<file path="src/rtl/fpu_addsub_pipe.sv">
// fpu_addsub_pipe: multi-cycle adder/subtractor for the {sign, exponent, fraction}
// custom float, with round-to-nearest-even and a one-hot result status.
// One operation is in flight at a time, under a valid/ready handshake on both sides.
module fpu_addsub_pipe #(
  parameter int EXP_W = 6,
  parameter int MAN_W = 25,
  parameter int W     = 1 + EXP_W + MAN_W
) (
  input  logic         clock100KHz,
  input  logic         reset,
  input  logic         in_valid,
  output logic         in_ready,
  input  logic [W-1:0] op_A_in,
  input  logic [W-1:0] op_B_in,
  input  logic         op_sub,
  output logic         out_valid,
  input  logic         out_ready,
  output logic [W-1:0] data_out,
  output logic [3:0]   status_out
);

  // Working mantissa field: hidden bit, fraction, then guard/round/sticky.
  localparam int F = MAN_W + 4;
  localparam logic [EXP_W-1:0] EXP_MAX = '1;
  localparam logic [EXP_W-1:0] EXP_ONE = EXP_W'(1);
  localparam logic [EXP_W-1:0] EXP_TOP = EXP_MAX - EXP_ONE;
  localparam logic [EXP_W-1:0] D_MAX   = EXP_W'(MAN_W + 3);

  localparam logic [3:0] ST_UNDER = 4'b1000;
  localparam logic [3:0] ST_OVER  = 4'b0100;
  localparam logic [3:0] ST_INEX  = 4'b0010;
  localparam logic [3:0] ST_EXACT = 4'b0001;

  typedef enum logic [2:0] {IDLE, ALIGN, ADD, NORM, ROUND, DONE} state_t;
  state_t state;

  // Captured operands (B already carries the effective sign for subtraction).
  logic [W-1:0] op_a;
  logic [W-1:0] op_b;

  // Aligned operands, running sum and result exponent/sign.
  logic             sign_big;
  logic             sign_small;
  logic             sign_r;
  logic             align_sticky;
  logic [EXP_W-1:0] exp_r;
  logic [F-1:0]     man_big;
  logic [F-1:0]     man_small;
  logic [F:0]       sum;

  // Alignment datapath signals.
  logic [EXP_W-1:0] exp_a;
  logic [EXP_W-1:0] exp_b;
  logic [EXP_W-1:0] exp_big;
  logic [EXP_W-1:0] exp_small;
  logic [EXP_W-1:0] exp_diff;
  logic [MAN_W-1:0] frac_big;
  logic [MAN_W-1:0] frac_small;
  logic             sgn_big_c;
  logic             sgn_small_c;
  logic [F-1:0]     big_field;
  logic [F-1:0]     small_field;
  logic [F-1:0]     small_shifted;
  logic [2*F-1:0]   small_wide;

  // Rounding datapath signals.
  logic             round_inc;
  logic             round_carry;
  logic             round_inexact;
  logic             round_overflow;
  logic [MAN_W+1:0] rounded;
  logic [MAN_W-1:0] frac_round;
  logic [EXP_W-1:0] exp_round;

  assign exp_a = op_a[W-2 -: EXP_W];
  assign exp_b = op_b[W-2 -: EXP_W];

  // Pick the larger-exponent operand and shift the other right, folding lost bits into sticky.
  always_comb begin
    if (exp_a >= exp_b) begin
      sgn_big_c   = op_a[W-1];
      exp_big     = exp_a;
      frac_big    = op_a[MAN_W-1:0];
      sgn_small_c = op_b[W-1];
      exp_small   = exp_b;
      frac_small  = op_b[MAN_W-1:0];
    end else begin
      sgn_big_c   = op_b[W-1];
      exp_big     = exp_b;
      frac_big    = op_b[MAN_W-1:0];
      sgn_small_c = op_a[W-1];
      exp_small   = exp_a;
      frac_small  = op_a[MAN_W-1:0];
    end
    exp_diff    = exp_big - exp_small;
    big_field   = {(exp_big != '0), frac_big, 3'b000};
    small_field = {(exp_small != '0), frac_small, 3'b000};
    small_wide  = {small_field, {F{1'b0}}} >> exp_diff;
    if (exp_diff > D_MAX) begin
      small_shifted    = '0;
      small_shifted[0] = |small_field;
    end else begin
      small_shifted    = small_wide[2*F-1:F];
      small_shifted[0] = small_wide[F] | (|small_wide[F-1:0]);
    end
  end

  // Nearest-even rounding of the normalised sum, including the mantissa-carry renormalise.
  always_comb begin
    round_inc      = sum[2] && (sum[1] || sum[0] || sum[3]);
    rounded        = {1'b0, sum[F-1:3]} + {{(MAN_W+1){1'b0}}, round_inc};
    round_carry    = rounded[MAN_W+1];
    frac_round     = round_carry ? rounded[MAN_W:1] : rounded[MAN_W-1:0];
    exp_round      = round_carry ? exp_r + EXP_ONE : exp_r;
    round_overflow = (exp_round == EXP_MAX);
    round_inexact  = (|sum[2:0]) || align_sticky;
  end

  // Control FSM and all datapath registers, with registered handshake and result outputs.
  always_ff @(posedge clock100KHz or negedge reset) begin
    if (!reset) begin
      state        <= IDLE;
      in_ready     <= 1'b1;
      out_valid    <= 1'b0;
      data_out     <= '0;
      status_out   <= '0;
      op_a         <= '0;
      op_b         <= '0;
      sign_big     <= 1'b0;
      sign_small   <= 1'b0;
      sign_r       <= 1'b0;
      align_sticky <= 1'b0;
      exp_r        <= '0;
      man_big      <= '0;
      man_small    <= '0;
      sum          <= '0;
    end else begin
      case (state)
        IDLE: begin
          if (in_valid) begin
            op_a     <= op_A_in;
            op_b     <= {op_B_in[W-1] ^ op_sub, op_B_in[W-2:0]};
            in_ready <= 1'b0;
            state    <= ALIGN;
          end
        end
        ALIGN: begin
          sign_big     <= sgn_big_c;
          sign_small   <= sgn_small_c;
          exp_r        <= exp_big;
          man_big      <= big_field;
          man_small    <= small_shifted;
          align_sticky <= small_shifted[0];
          state        <= ADD;
        end
        ADD: begin
          if (sign_big == sign_small) begin
            sum    <= {1'b0, man_big} + {1'b0, man_small};
            sign_r <= sign_big;
          end else if (man_big >= man_small) begin
            sum    <= {1'b0, man_big - man_small};
            sign_r <= sign_big;
          end else begin
            sum    <= {1'b0, man_small - man_big};
            sign_r <= sign_small;
          end
          state <= NORM;
        end
        NORM: begin
          if (sum[F]) begin
            if (exp_r >= EXP_TOP) begin
              data_out   <= '0;
              status_out <= ST_OVER;
              out_valid  <= 1'b1;
              state      <= DONE;
            end else begin
              sum   <= {1'b0, sum[F:2], sum[1] | sum[0]};
              exp_r <= exp_r + EXP_ONE;
              state <= ROUND;
            end
          end else if (sum == '0) begin
            data_out   <= '0;
            status_out <= align_sticky ? ST_INEX : ST_EXACT;
            out_valid  <= 1'b1;
            state      <= DONE;
          end else if (exp_r == EXP_MAX) begin
            data_out   <= '0;
            status_out <= ST_OVER;
            out_valid  <= 1'b1;
            state      <= DONE;
          end else if (!sum[F-1]) begin
            if (exp_r <= EXP_ONE) begin
              data_out   <= '0;
              status_out <= ST_UNDER;
              out_valid  <= 1'b1;
              state      <= DONE;
            end else begin
              sum   <= {sum[F-1:0], 1'b0};
              exp_r <= exp_r - EXP_ONE;
            end
          end else begin
            state <= ROUND;
          end
        end
        ROUND: begin
          if (round_overflow) begin
            data_out   <= '0;
            status_out <= ST_OVER;
          end else begin
            data_out   <= {sign_r, exp_round, frac_round};
            status_out <= round_inexact ? ST_INEX : ST_EXACT;
          end
          out_valid <= 1'b1;
          state     <= DONE;
        end
        DONE: begin
          if (out_ready) begin
            out_valid <= 1'b0;
            in_ready  <= 1'b1;
            state     <= IDLE;
          end
        end
        default: begin
          state     <= IDLE;
          in_ready  <= 1'b1;
          out_valid <= 1'b0;
        end
      endcase
    end
  end

endmodule

</file>
<file path="config.mk">
export PLATFORM = sky130hd
export DESIGN_NAME = fpu_addsub_pipe
export DESIGN_NICKNAME = d
export VERILOG_FILES = /design/src/rtl/fpu_addsub_pipe.sv
export SDC_FILE = /design/constraint.sdc
export NUM_CORES = 1
export LEC_CHECK = 0
export ABC_CLOCK_PERIOD_IN_PS = 7300
export CAP_MARGIN = 10
export CORE_MARGIN = 4
export CORE_UTILIZATION = 40
export DETAILED_ROUTE_END_ITERATION = 7
export PLACE_DENSITY = 0.59
export SLEW_MARGIN = 0
export SYNTH_ARGS = -nofsm -noshare
export SYNTH_HDL_FRONTEND = slang
export SYNTH_SLANG_ARGS = --single-unit
</file>
<file path="constraint.sdc">
create_clock -name clock100KHz -period 7.3 [get_ports clock100KHz]
set_input_delay 1.46 -clock clock100KHz [delete_from_list [all_inputs] [get_ports clock100KHz]]
set_output_delay 1.46 -clock clock100KHz [all_outputs]
set_load 0.02 [all_outputs]
</file>
; ---- Yosys cells after proc, flatten, opt, wreduce, memory -nomap -nowiden
; Index checks and enable logic that the tools add are counted.
[word_totals]
regBits = 200
out_inout_bits = 38
elab_cells = 143
in_bits = 69
[op_classes]
n_lt_le_gt_ge = 5
muxes = 65
reduce_logical = 24
n_bitwise = 5
n_eq_ne = 19
shifts = 1
n_addsub = 7
[op_table]
columns = op, count
row1 = 32-bit two-way mux, 7
row2 = 29-bit two-way mux, 6
row3 = 30-bit two-way mux, 3
row4 = 25-bit two-way mux, 3
row5 = 32-bit one-hot mux with 2 select lines, 1
row6 = 30-bit one-hot mux with 2 select lines, 1
row7 = 58-bit by 6-bit right shift with 58-bit output, 1
row8 = 29-bit subtractor, 2
row9 = 6-bit two-way mux, 9
row10 = 29-bit by 29-bit adder with 30-bit output, 1
row11 = 30-bit logical NOT, 1
row12 = 29-bit greater-or-equal comparator, 1
row13 = 29-bit OR reduction, 1
row14 = 26-bit by 1-bit adder with 27-bit output, 1
row15 = 26-bit OR reduction, 1
row16 = 3-bit two-way mux, 8
row17 = 4-bit two-way mux, 6
row18 = 3-bit inequality test (second input constant), 6
row19 = 3-bit one-hot mux with 6 select lines, 1
row20 = 1-bit two-way mux, 14
row21 = 6-bit == test (second input constant), 2
row22 = 6-bit one-hot mux with 2 select lines, 1
row23 = 6-bit AND reduction, 2
row24 = 6-bit nonzero test, 2
row25 = other kinds (31), 45

; ---- Logic depth before layout (Yosys ltp)
; Gate-level depths: netlist (run 1).
[logic_depth]
depth_word = 8
mapped_depth = 22
ltp_nobuf = 16

; ---- Worst setup path after synthesis (run 1)
; No wires, ideal clock.
[synth_path]
kind = reg-to-reg
startpoint = register op_a[25]
endpoint = register man_small[0]
path_slack_ns = 2.278
period_less_slack_ns = 5.022
path_buffers = 6
setup_ns = 0.124
arrival_time_ns = 4.898
stages_incl_launch_ff = 21
required_ns = 7.176
path_cell_list = dfrtp_1 inv_1 ha_1 buf_6 nand2b_4 a211oi_4 o21a_1 buf_6 buf_2 clkbuf_1 o31a_1 ha_1 clkbuf_1 buf_1 mux2i_1 mux4_2 nor3_1 a22oi_2 nor4_4 nor3b_1 a211o_1
[synth_between]
elab_chain_len = 7
word_cells_on_any_way = 12
cone_classes = add/sub: 1 / order compare: 2 / shift: 1 / mux: 4 / bitwise: 1 / reduce/logical: 3
[synth_rtl]
columns = item, line_no
row1 = start: declaration, 38  ; logic [W-1:0] op_a;
row2 = start signal: assignment, 141  ; op_a <= op_A_in;
row3 = 6-bit greater-or-equal comparator, 80  ; if (exp_a >= exp_b) begin
row4 = 6-bit two-way mux, 80
row5 = 6-bit subtractor / 6-bit nonzero test (equally long branches), "95, 97"
row6 = 58-bit by 6-bit right shift with 58-bit output, 98  ; small_wide = {small_field, {F{1'b0}}} >> exp_diff;
row7 = 29-bit OR reduction, 104  ; small_shifted[0] = small_wide[F] | (|small_wide[F-1:0]);
row8 = 1-bit OR, 104
row9 = 29-bit two-way mux *, 99  ; if (exp_diff > D_MAX) begin
row10 = end signal: assignment, 152  ; man_small <= small_shifted;
row11 = end: declaration, 48  ; logic [F-1:0] man_small;
; Mark *: on every way between the ends. The rest lies on a longest branch, timed or not.
; A chain may end at the register's enable or synchronous reset.

; ---- Final worst setup path (run 1)
; Same ends and word-level chain as after synthesis.

==> impl_metrics.yaml, run 1 <==
worst_hold_path:
  hold_class: "flip-flop to flip-flop"
global_routing:
  antenna_found_initial: 0
  grtUsageTotal_pct: 22.1
  grt_pass1_vias: 13483
  grt_pass1_wl_mm: 75.0
  grt_max_degree: 157
  overflow: 0
place:
  hpwl_mm: 35.9
  io_buffers: 106
  postPlaceCellArea_um2: 17100
  gp_congestion: 0.920
cts:
  cts_sinks: 199
  htree_levels: 4
  clk_latency_ns: 0.47
  cts_buffer_depth: 2
  cts_buffers: 17
  hold_buffers: 0
  cts_resized: 0
  cts_tree: "done"
  cts_setup_buffers: 0
  cts-root-buf: "clkbuf_16"
  cts.clk_slew.worst_paths_ns: 0.09
critical_path:
  critPathMostFrequentCell: "buf_4"
  critPathArrivalTime_ns: 5.44
  crit_path_end_kind: "flip-flop"
  crit_buf_inv: 4
  cp-start-kind: "flip-flop"
  critPathMaxFanout: 37
  crit_required_ns: 7.67
  crit_type: "flip-flop to flip-flop"
  critical-path-max-stage-delay_ns: 0.46
  path_delay_family: "buffers and inverters"
  cpMaxStageDelayCell: "buf_4"
  path_cells: "inv_1, ha_1, buf_4, nand2b_4, a211oi_4, o21ai_4, buf_4, mux2_2, o21ai_2, buf_4, mux2i_1, mux2i_1, a2111oi_4, a22oi_2, nor4_4, nor3b_1, a211o_1"
logic_synthesis:
  syn_area_um2: 15600
  synth-seq-cells: 199
  yosysWarnings: 0
  synth_ff_type: "dfrtp_1"
  yosysUniqueCellTypes: 89
  avgSynthCellArea_um2: 8.60
  netlist_instances: 1819
  seq_area_frac_synth_pct: 31.8
  async_flop_share_pct: 100
  synth_enable_flop_cells: 0
  syn-num-nets: 1979
cells_and_area:
  finalNetCount: 2005
  antenna_cells: 0
  area_delta_synth_final_pct: 13.1
  fin_area_um2: 17700
  drive_gt1_share_pct: 9.10
floorplan:
  start_util_pct: 40.5
  die_width_um: 206
  die_area_um2: 42300
  core_area_um2: 38600
  die_h_um: 206
  top_level_ports: 107
  fp-row-count: 72
timing:
  tightest_slew_ns: 0.915
  hold-worst-slack_ns: 0.480
  fmax_mhz: 197
  slew_headroom_pct: 39.0
  post-route-period-util_pct: 69.5
  setup_viol: 0
  finalHoldViolations: 0
  setup_tns_ns: 0
  skew_ns: 0.0149
  min_period_ns: 5.07
  slew_violations: 0
  rsz0062_at_grt: "no"
routing:
  drt_pass1_iterations: 5
  drcViolationCount: 0
  viasPerCell: 5.77
  drtIter0Drc: 875
  drt_wl_total_mm: 46.6
  vias: 13719
  antenna_left: 0
  wl_per_cell_um: 19.6
status:
  outcome: "completed"
flow_run:
  drv_cap: 0
-- synth_stat cells, types with 28 or more instances --
library cell  count  area share, %
dfrtp_1         198             32
nand3_1          39            1.2
a21oi_1          91            2.9
o22ai_1          28            1.1
nor2_1          140            3.4
mux2_2           59            4.2
ha_1             89            7.1
nand2_1         199            4.8
clkbuf_1        100            2.4
xnor2_1          39            2.2
a31oi_1          46            1.8
mux2i_1         116            7.4
nor4_1           33            1.3
inv_1            97            2.3
nor3_1           39            1.2
o21ai_0          97            3.1
-- tightest hold or removal path: stages (launching register included) --
cell and delay (ns):
dfrtp_1 0.35, nand2_1 0.06, nand2_1 0.05
-- path summary, 6_finish.rpt --
kind | startpoint | to | slack, ns | cells after the start
worst max-delay path | op_a[25] | man_small[0] | 2.23 | 17
worst min-delay path | data_out[12] | data_out[12] | 0.48 | 2
worst max register to register | op_a[25] | man_small[0] | 2.23 | 17
worst min register to register | data_out[12] | data_out[12] | 0.48 | 2
max in group asynchronous | reset | man_small[11] | 5.15 | 2
min in group asynchronous | reset | data_out[27] | 0.91 | 1
-- cell usage in the layout (no fill, tap or decap), types with 6 or more instances in the layout --
master           synthesis  final
nor2_1                 140    139
dfrtp_1                198    198
nor4_1                  33     33
nor2b_1                 17     17
mux4_2                  11     11
o21a_1                  12     11
or4_1                    9      9
a41oi_1                  9      8
a221oi_1                18     18
and2_1                  10     10
a211oi_1                14     14
nand2b_1                17     17
a2111oi_0                8      8
inv_1                   97     97
o21bai_1                12     12
mux2_2                  59     59
nand3_1                 39     39
xnor2_1                 39     38
o31ai_1                 10     10
clkbuf_16                0     17
xor2_1                  15     14
o211ai_1                13     13
o22ai_1                 28     28
mux2i_1                116    116
nand2_1                199    199
nor3_1                  39     36
a22o_1                  19     19
or3_1                   10     10
nand4_1                 18     18
ha_1                    89     89
o21ai_0                 97     97
a31oi_1                 46     46
o21ai_1                 17     16
buf_4                    0     25
and3_1                  15     15
a21o_1                  26     26
a21oi_1                 91     91
o41ai_1                  6      6
clkdlybuf4s50_1          0    105
-- cells by family (layout without fill, tap and decap cells) --
| group | count (synthesis) | after routing | share of synthesized area, % |
|---|---|---|---|
| fa+ha+maj | 91 | 91 | 7.37 |
| flops | 199 | 199 | 31.8 |
| compound gates | 489 | 489 | 21.2 |
| simple gates | 573 | 573 | 17.3 |
| xor+xnor | 56 | 56 | 3.23 |
| mux | 187 | 187 | 13.3 |
| buf+inv | 224 | 263 | 5.63 |
-- layout make-up --
type                            instances  area, um^2
Inverter                               99         372
Multi-Input combinational cell       1396        9830
Tap cell                              518         648
Fill cell                            3796       20900
Clock inverter                         15         166
Sequential cell                       199        4980
Clock buffer                           17         425
Timing Repair Buffer                  132        1270
-- state kept, by name (all words and copies together), names as in the netlist, 3 cells and up --
register    cells
data_out       32
op_a           32
op_b           32
sum            30
man_small      29
man_big        26
exp_r           6
status_out      4
state           3
-- stage by stage --
step / util [%] / cells / setup slack (ns)
2_1_floorplan: - / 1819 / 2.28
4_1_cts: 45.8 / 2376 / 2.20
3_3_place_gp: 44.3 / 2344 / 2.33
5_1_grt: 45.8 / 2376 / 1.88
3_5_place_dp: 44.3 / 2344 / 2.23
6_report: 45.8 / 2376 / 2.23
-- layer usage --
metal | vias up | track usage (%) | wire length [um]
li1 | 6679 | - | -
met1 | 6659 | 30.3 | 21500
met2 | 332 | 37.0 | 22300
met3 | 49 | 2.96 | 1940
met4 | 0 | 5.50 | 852
met5 | - | 0 | 0
Power of run 1 is left out: the tool's default activity adds up to more than one toggle a clock period on the data nets, which glitch-free logic cannot reach.
==> run 2: changes to the inputs <==
--- a/config.mk
+++ b/config.mk
@@ -5,7 +5,7 @@
 export SDC_FILE = /design/constraint.sdc
 export NUM_CORES = 1
 export LEC_CHECK = 0
-export ABC_CLOCK_PERIOD_IN_PS = 7300
+export ABC_CLOCK_PERIOD_IN_PS = 4800
 export CAP_MARGIN = 10
 export CORE_MARGIN = 4
 export CORE_UTILIZATION = 40
==> constraint.sdc (replaced) <==
create_clock -name clock100KHz -period 4.8 [get_ports clock100KHz]
set_input_delay 0.96 -clock clock100KHz [delete_from_list [all_inputs] [get_ports clock100KHz]]
set_output_delay 0.96 -clock clock100KHz [all_outputs]
set_load 0.02 [all_outputs]
==> run 2 against run 1 <==
Cell area rose by 1.5%. Setup slack got worse by 1.9 ns. Register-to-register slack worse by 1.9 ns. Utilization grew 0.71 points. Global-route usage rose by 0.11 points. Clock skew decreased by 0.0042 ns. Worst hold slack worse by 0.015 ns. Flip-flop and latch count unchanged. Non-clock buffer count rose by 34. Die area unchanged. Highest routed layer unchanged.
==> impl_metrics.yaml, run 2 (synthesis gave the netlist of run 1 again) <==
place:
  gp_congestion: 0.966
  postPlaceCellArea_um2: 17400
  hpwl_mm: 36.6
  io_buffers: 106
cts:
  htree_levels: 4
  cts_buffers: 17
  cts_tree: "done"
  hold_buffers: 0
  cts-root-buf: "clkbuf_16"
  cts_setup_buffers: 0
  cts_sinks: 199
  cts_buffer_depth: 2
  cts_resized: 0
  cts.clk_slew.worst_paths_ns: 0.08
  clk_latency_ns: 0.46
cells_and_area:
  finalNetCount: 2039
  final_cell_mix: "nand2_1 (199), dfrtp_1 (198), nor2_1 (140)"
  layout_commonest_cell: "nand2_1"
  top_regs: "data_out: 32 flops, op_a: 32 flops, op_b: 32 flops"
  fin_area_um2: 18000
  area_delta_synth_final_pct: 14.9
  fillCellCount: 3754
  antenna_cells: 0
  drive_gt1_share_pct: 10.6
timing:
  slew_violations: 0
  skew_ns: 0.0108
  post-route-period-util_pct: 92.8
  tightest_slew_ns: 1.13
  min_period_ns: 4.45
  setup_viol: 0
  finalHoldViolations: 0
  fmax_mhz: 225
  slew_headroom_pct: 24.5
  rsz0062_at_grt: "no"
  setup_tns_ns: 0
routing:
  drt_pass1_iterations: 5
  drt_wl_total_mm: 47.0
  drtIter0Drc: 863
  vias: 13801
  wl_per_cell_um: 19.5
  viasPerCell: 5.73
  drcViolationCount: 0
  antenna_left: 0
floorplan:
  die_area_um2: 42300
  die_h_um: 206
  top_level_ports: 107
  core_area_um2: 38600
  start_util_pct: 40.5
  fp-row-count: 72
  die_width_um: 206
critical_path:
  critPathMaxFanout: 14
  crit_required_ns: 5.15
  crit_type: "flip-flop to flip-flop"
  cp-start-kind: "flip-flop"
  critPathArrivalTime_ns: 4.80
  rrSetupSlack_ns: 0.35
  crit_path_end_kind: "flip-flop"
global_routing:
  grtUsageTotal_pct: 22.2
  antenna_found_initial: 0
  grt_pass1_vias: 13480
  grt_max_degree: 99
  overflow: 0
  grt_pass1_wl_mm: 74.9
worst_hold_path:
  hold_class: "flip-flop to flip-flop"
flow_run:
  drv_cap: 0
status:
  outcome: "completed"
[run 2: worst paths after layout]
path | from | endpoint | cells past startpoint
max | op_a[27] | man_small[0] | 14
min | data_out[12] | data_out[12] | 2
max reg2reg | op_a[27] | man_small[0] | 14
min in group asynchronous | reset | data_out[25] | 1
min reg2reg | data_out[12] | data_out[12] | 2
max in group asynchronous | reset | man_big[5] | 2
[run 2: per-stage QoR]
step                cells  hold slack [ns]  utilization (%)  worst slack, ns
floorplan            1819            0.467                -         0.000619
global route         2410            0.516             46.5           0.0104
detailed placement   2378            0.456             45.0            0.361
CTS                  2410            0.471             46.5            0.341
finish               2410            0.464             46.5            0.347
global placement     2378            0.451             45.0            0.410
[run 2: worst max-delay path, stage by stage, from the launching register on]
cell and delay [ns]:
dfrtp_1 0.45, ha_1 0.48, a41oi_2 0.26, o21a_2 0.30, o31a_1 0.24, ha_1 0.20
or2_2 0.30, o21ai_2 0.33, buf_4 0.29, mux4_2 0.38, nor3_1 0.26, a22oi_2 0.14
nor4_4 0.34, nor3b_1 0.10, a211o_1 0.27
[run 2: layout make-up]
class                   instances  area (um^2)  area share [%]
multi-input cells            1396         9830            54.7
repair buffers                166         1570            8.71
flip-flops and latches        199         4980            27.7
clock buffers                  19          443            2.46
clock inverters                13          133           0.738
well taps                     518          648            3.61
inverters                      99          372            2.07
[run 2: layer usage]
metal	routed length (um)	global-route usage, %	vias up
met4	722	5.50	0
met5	0	0	-
li1	-	-	6740
met3	1990	2.52	39
met1	22100	31.1	6679
met2	22100	36.8	343
Power of run 2 is left out for the same reason.
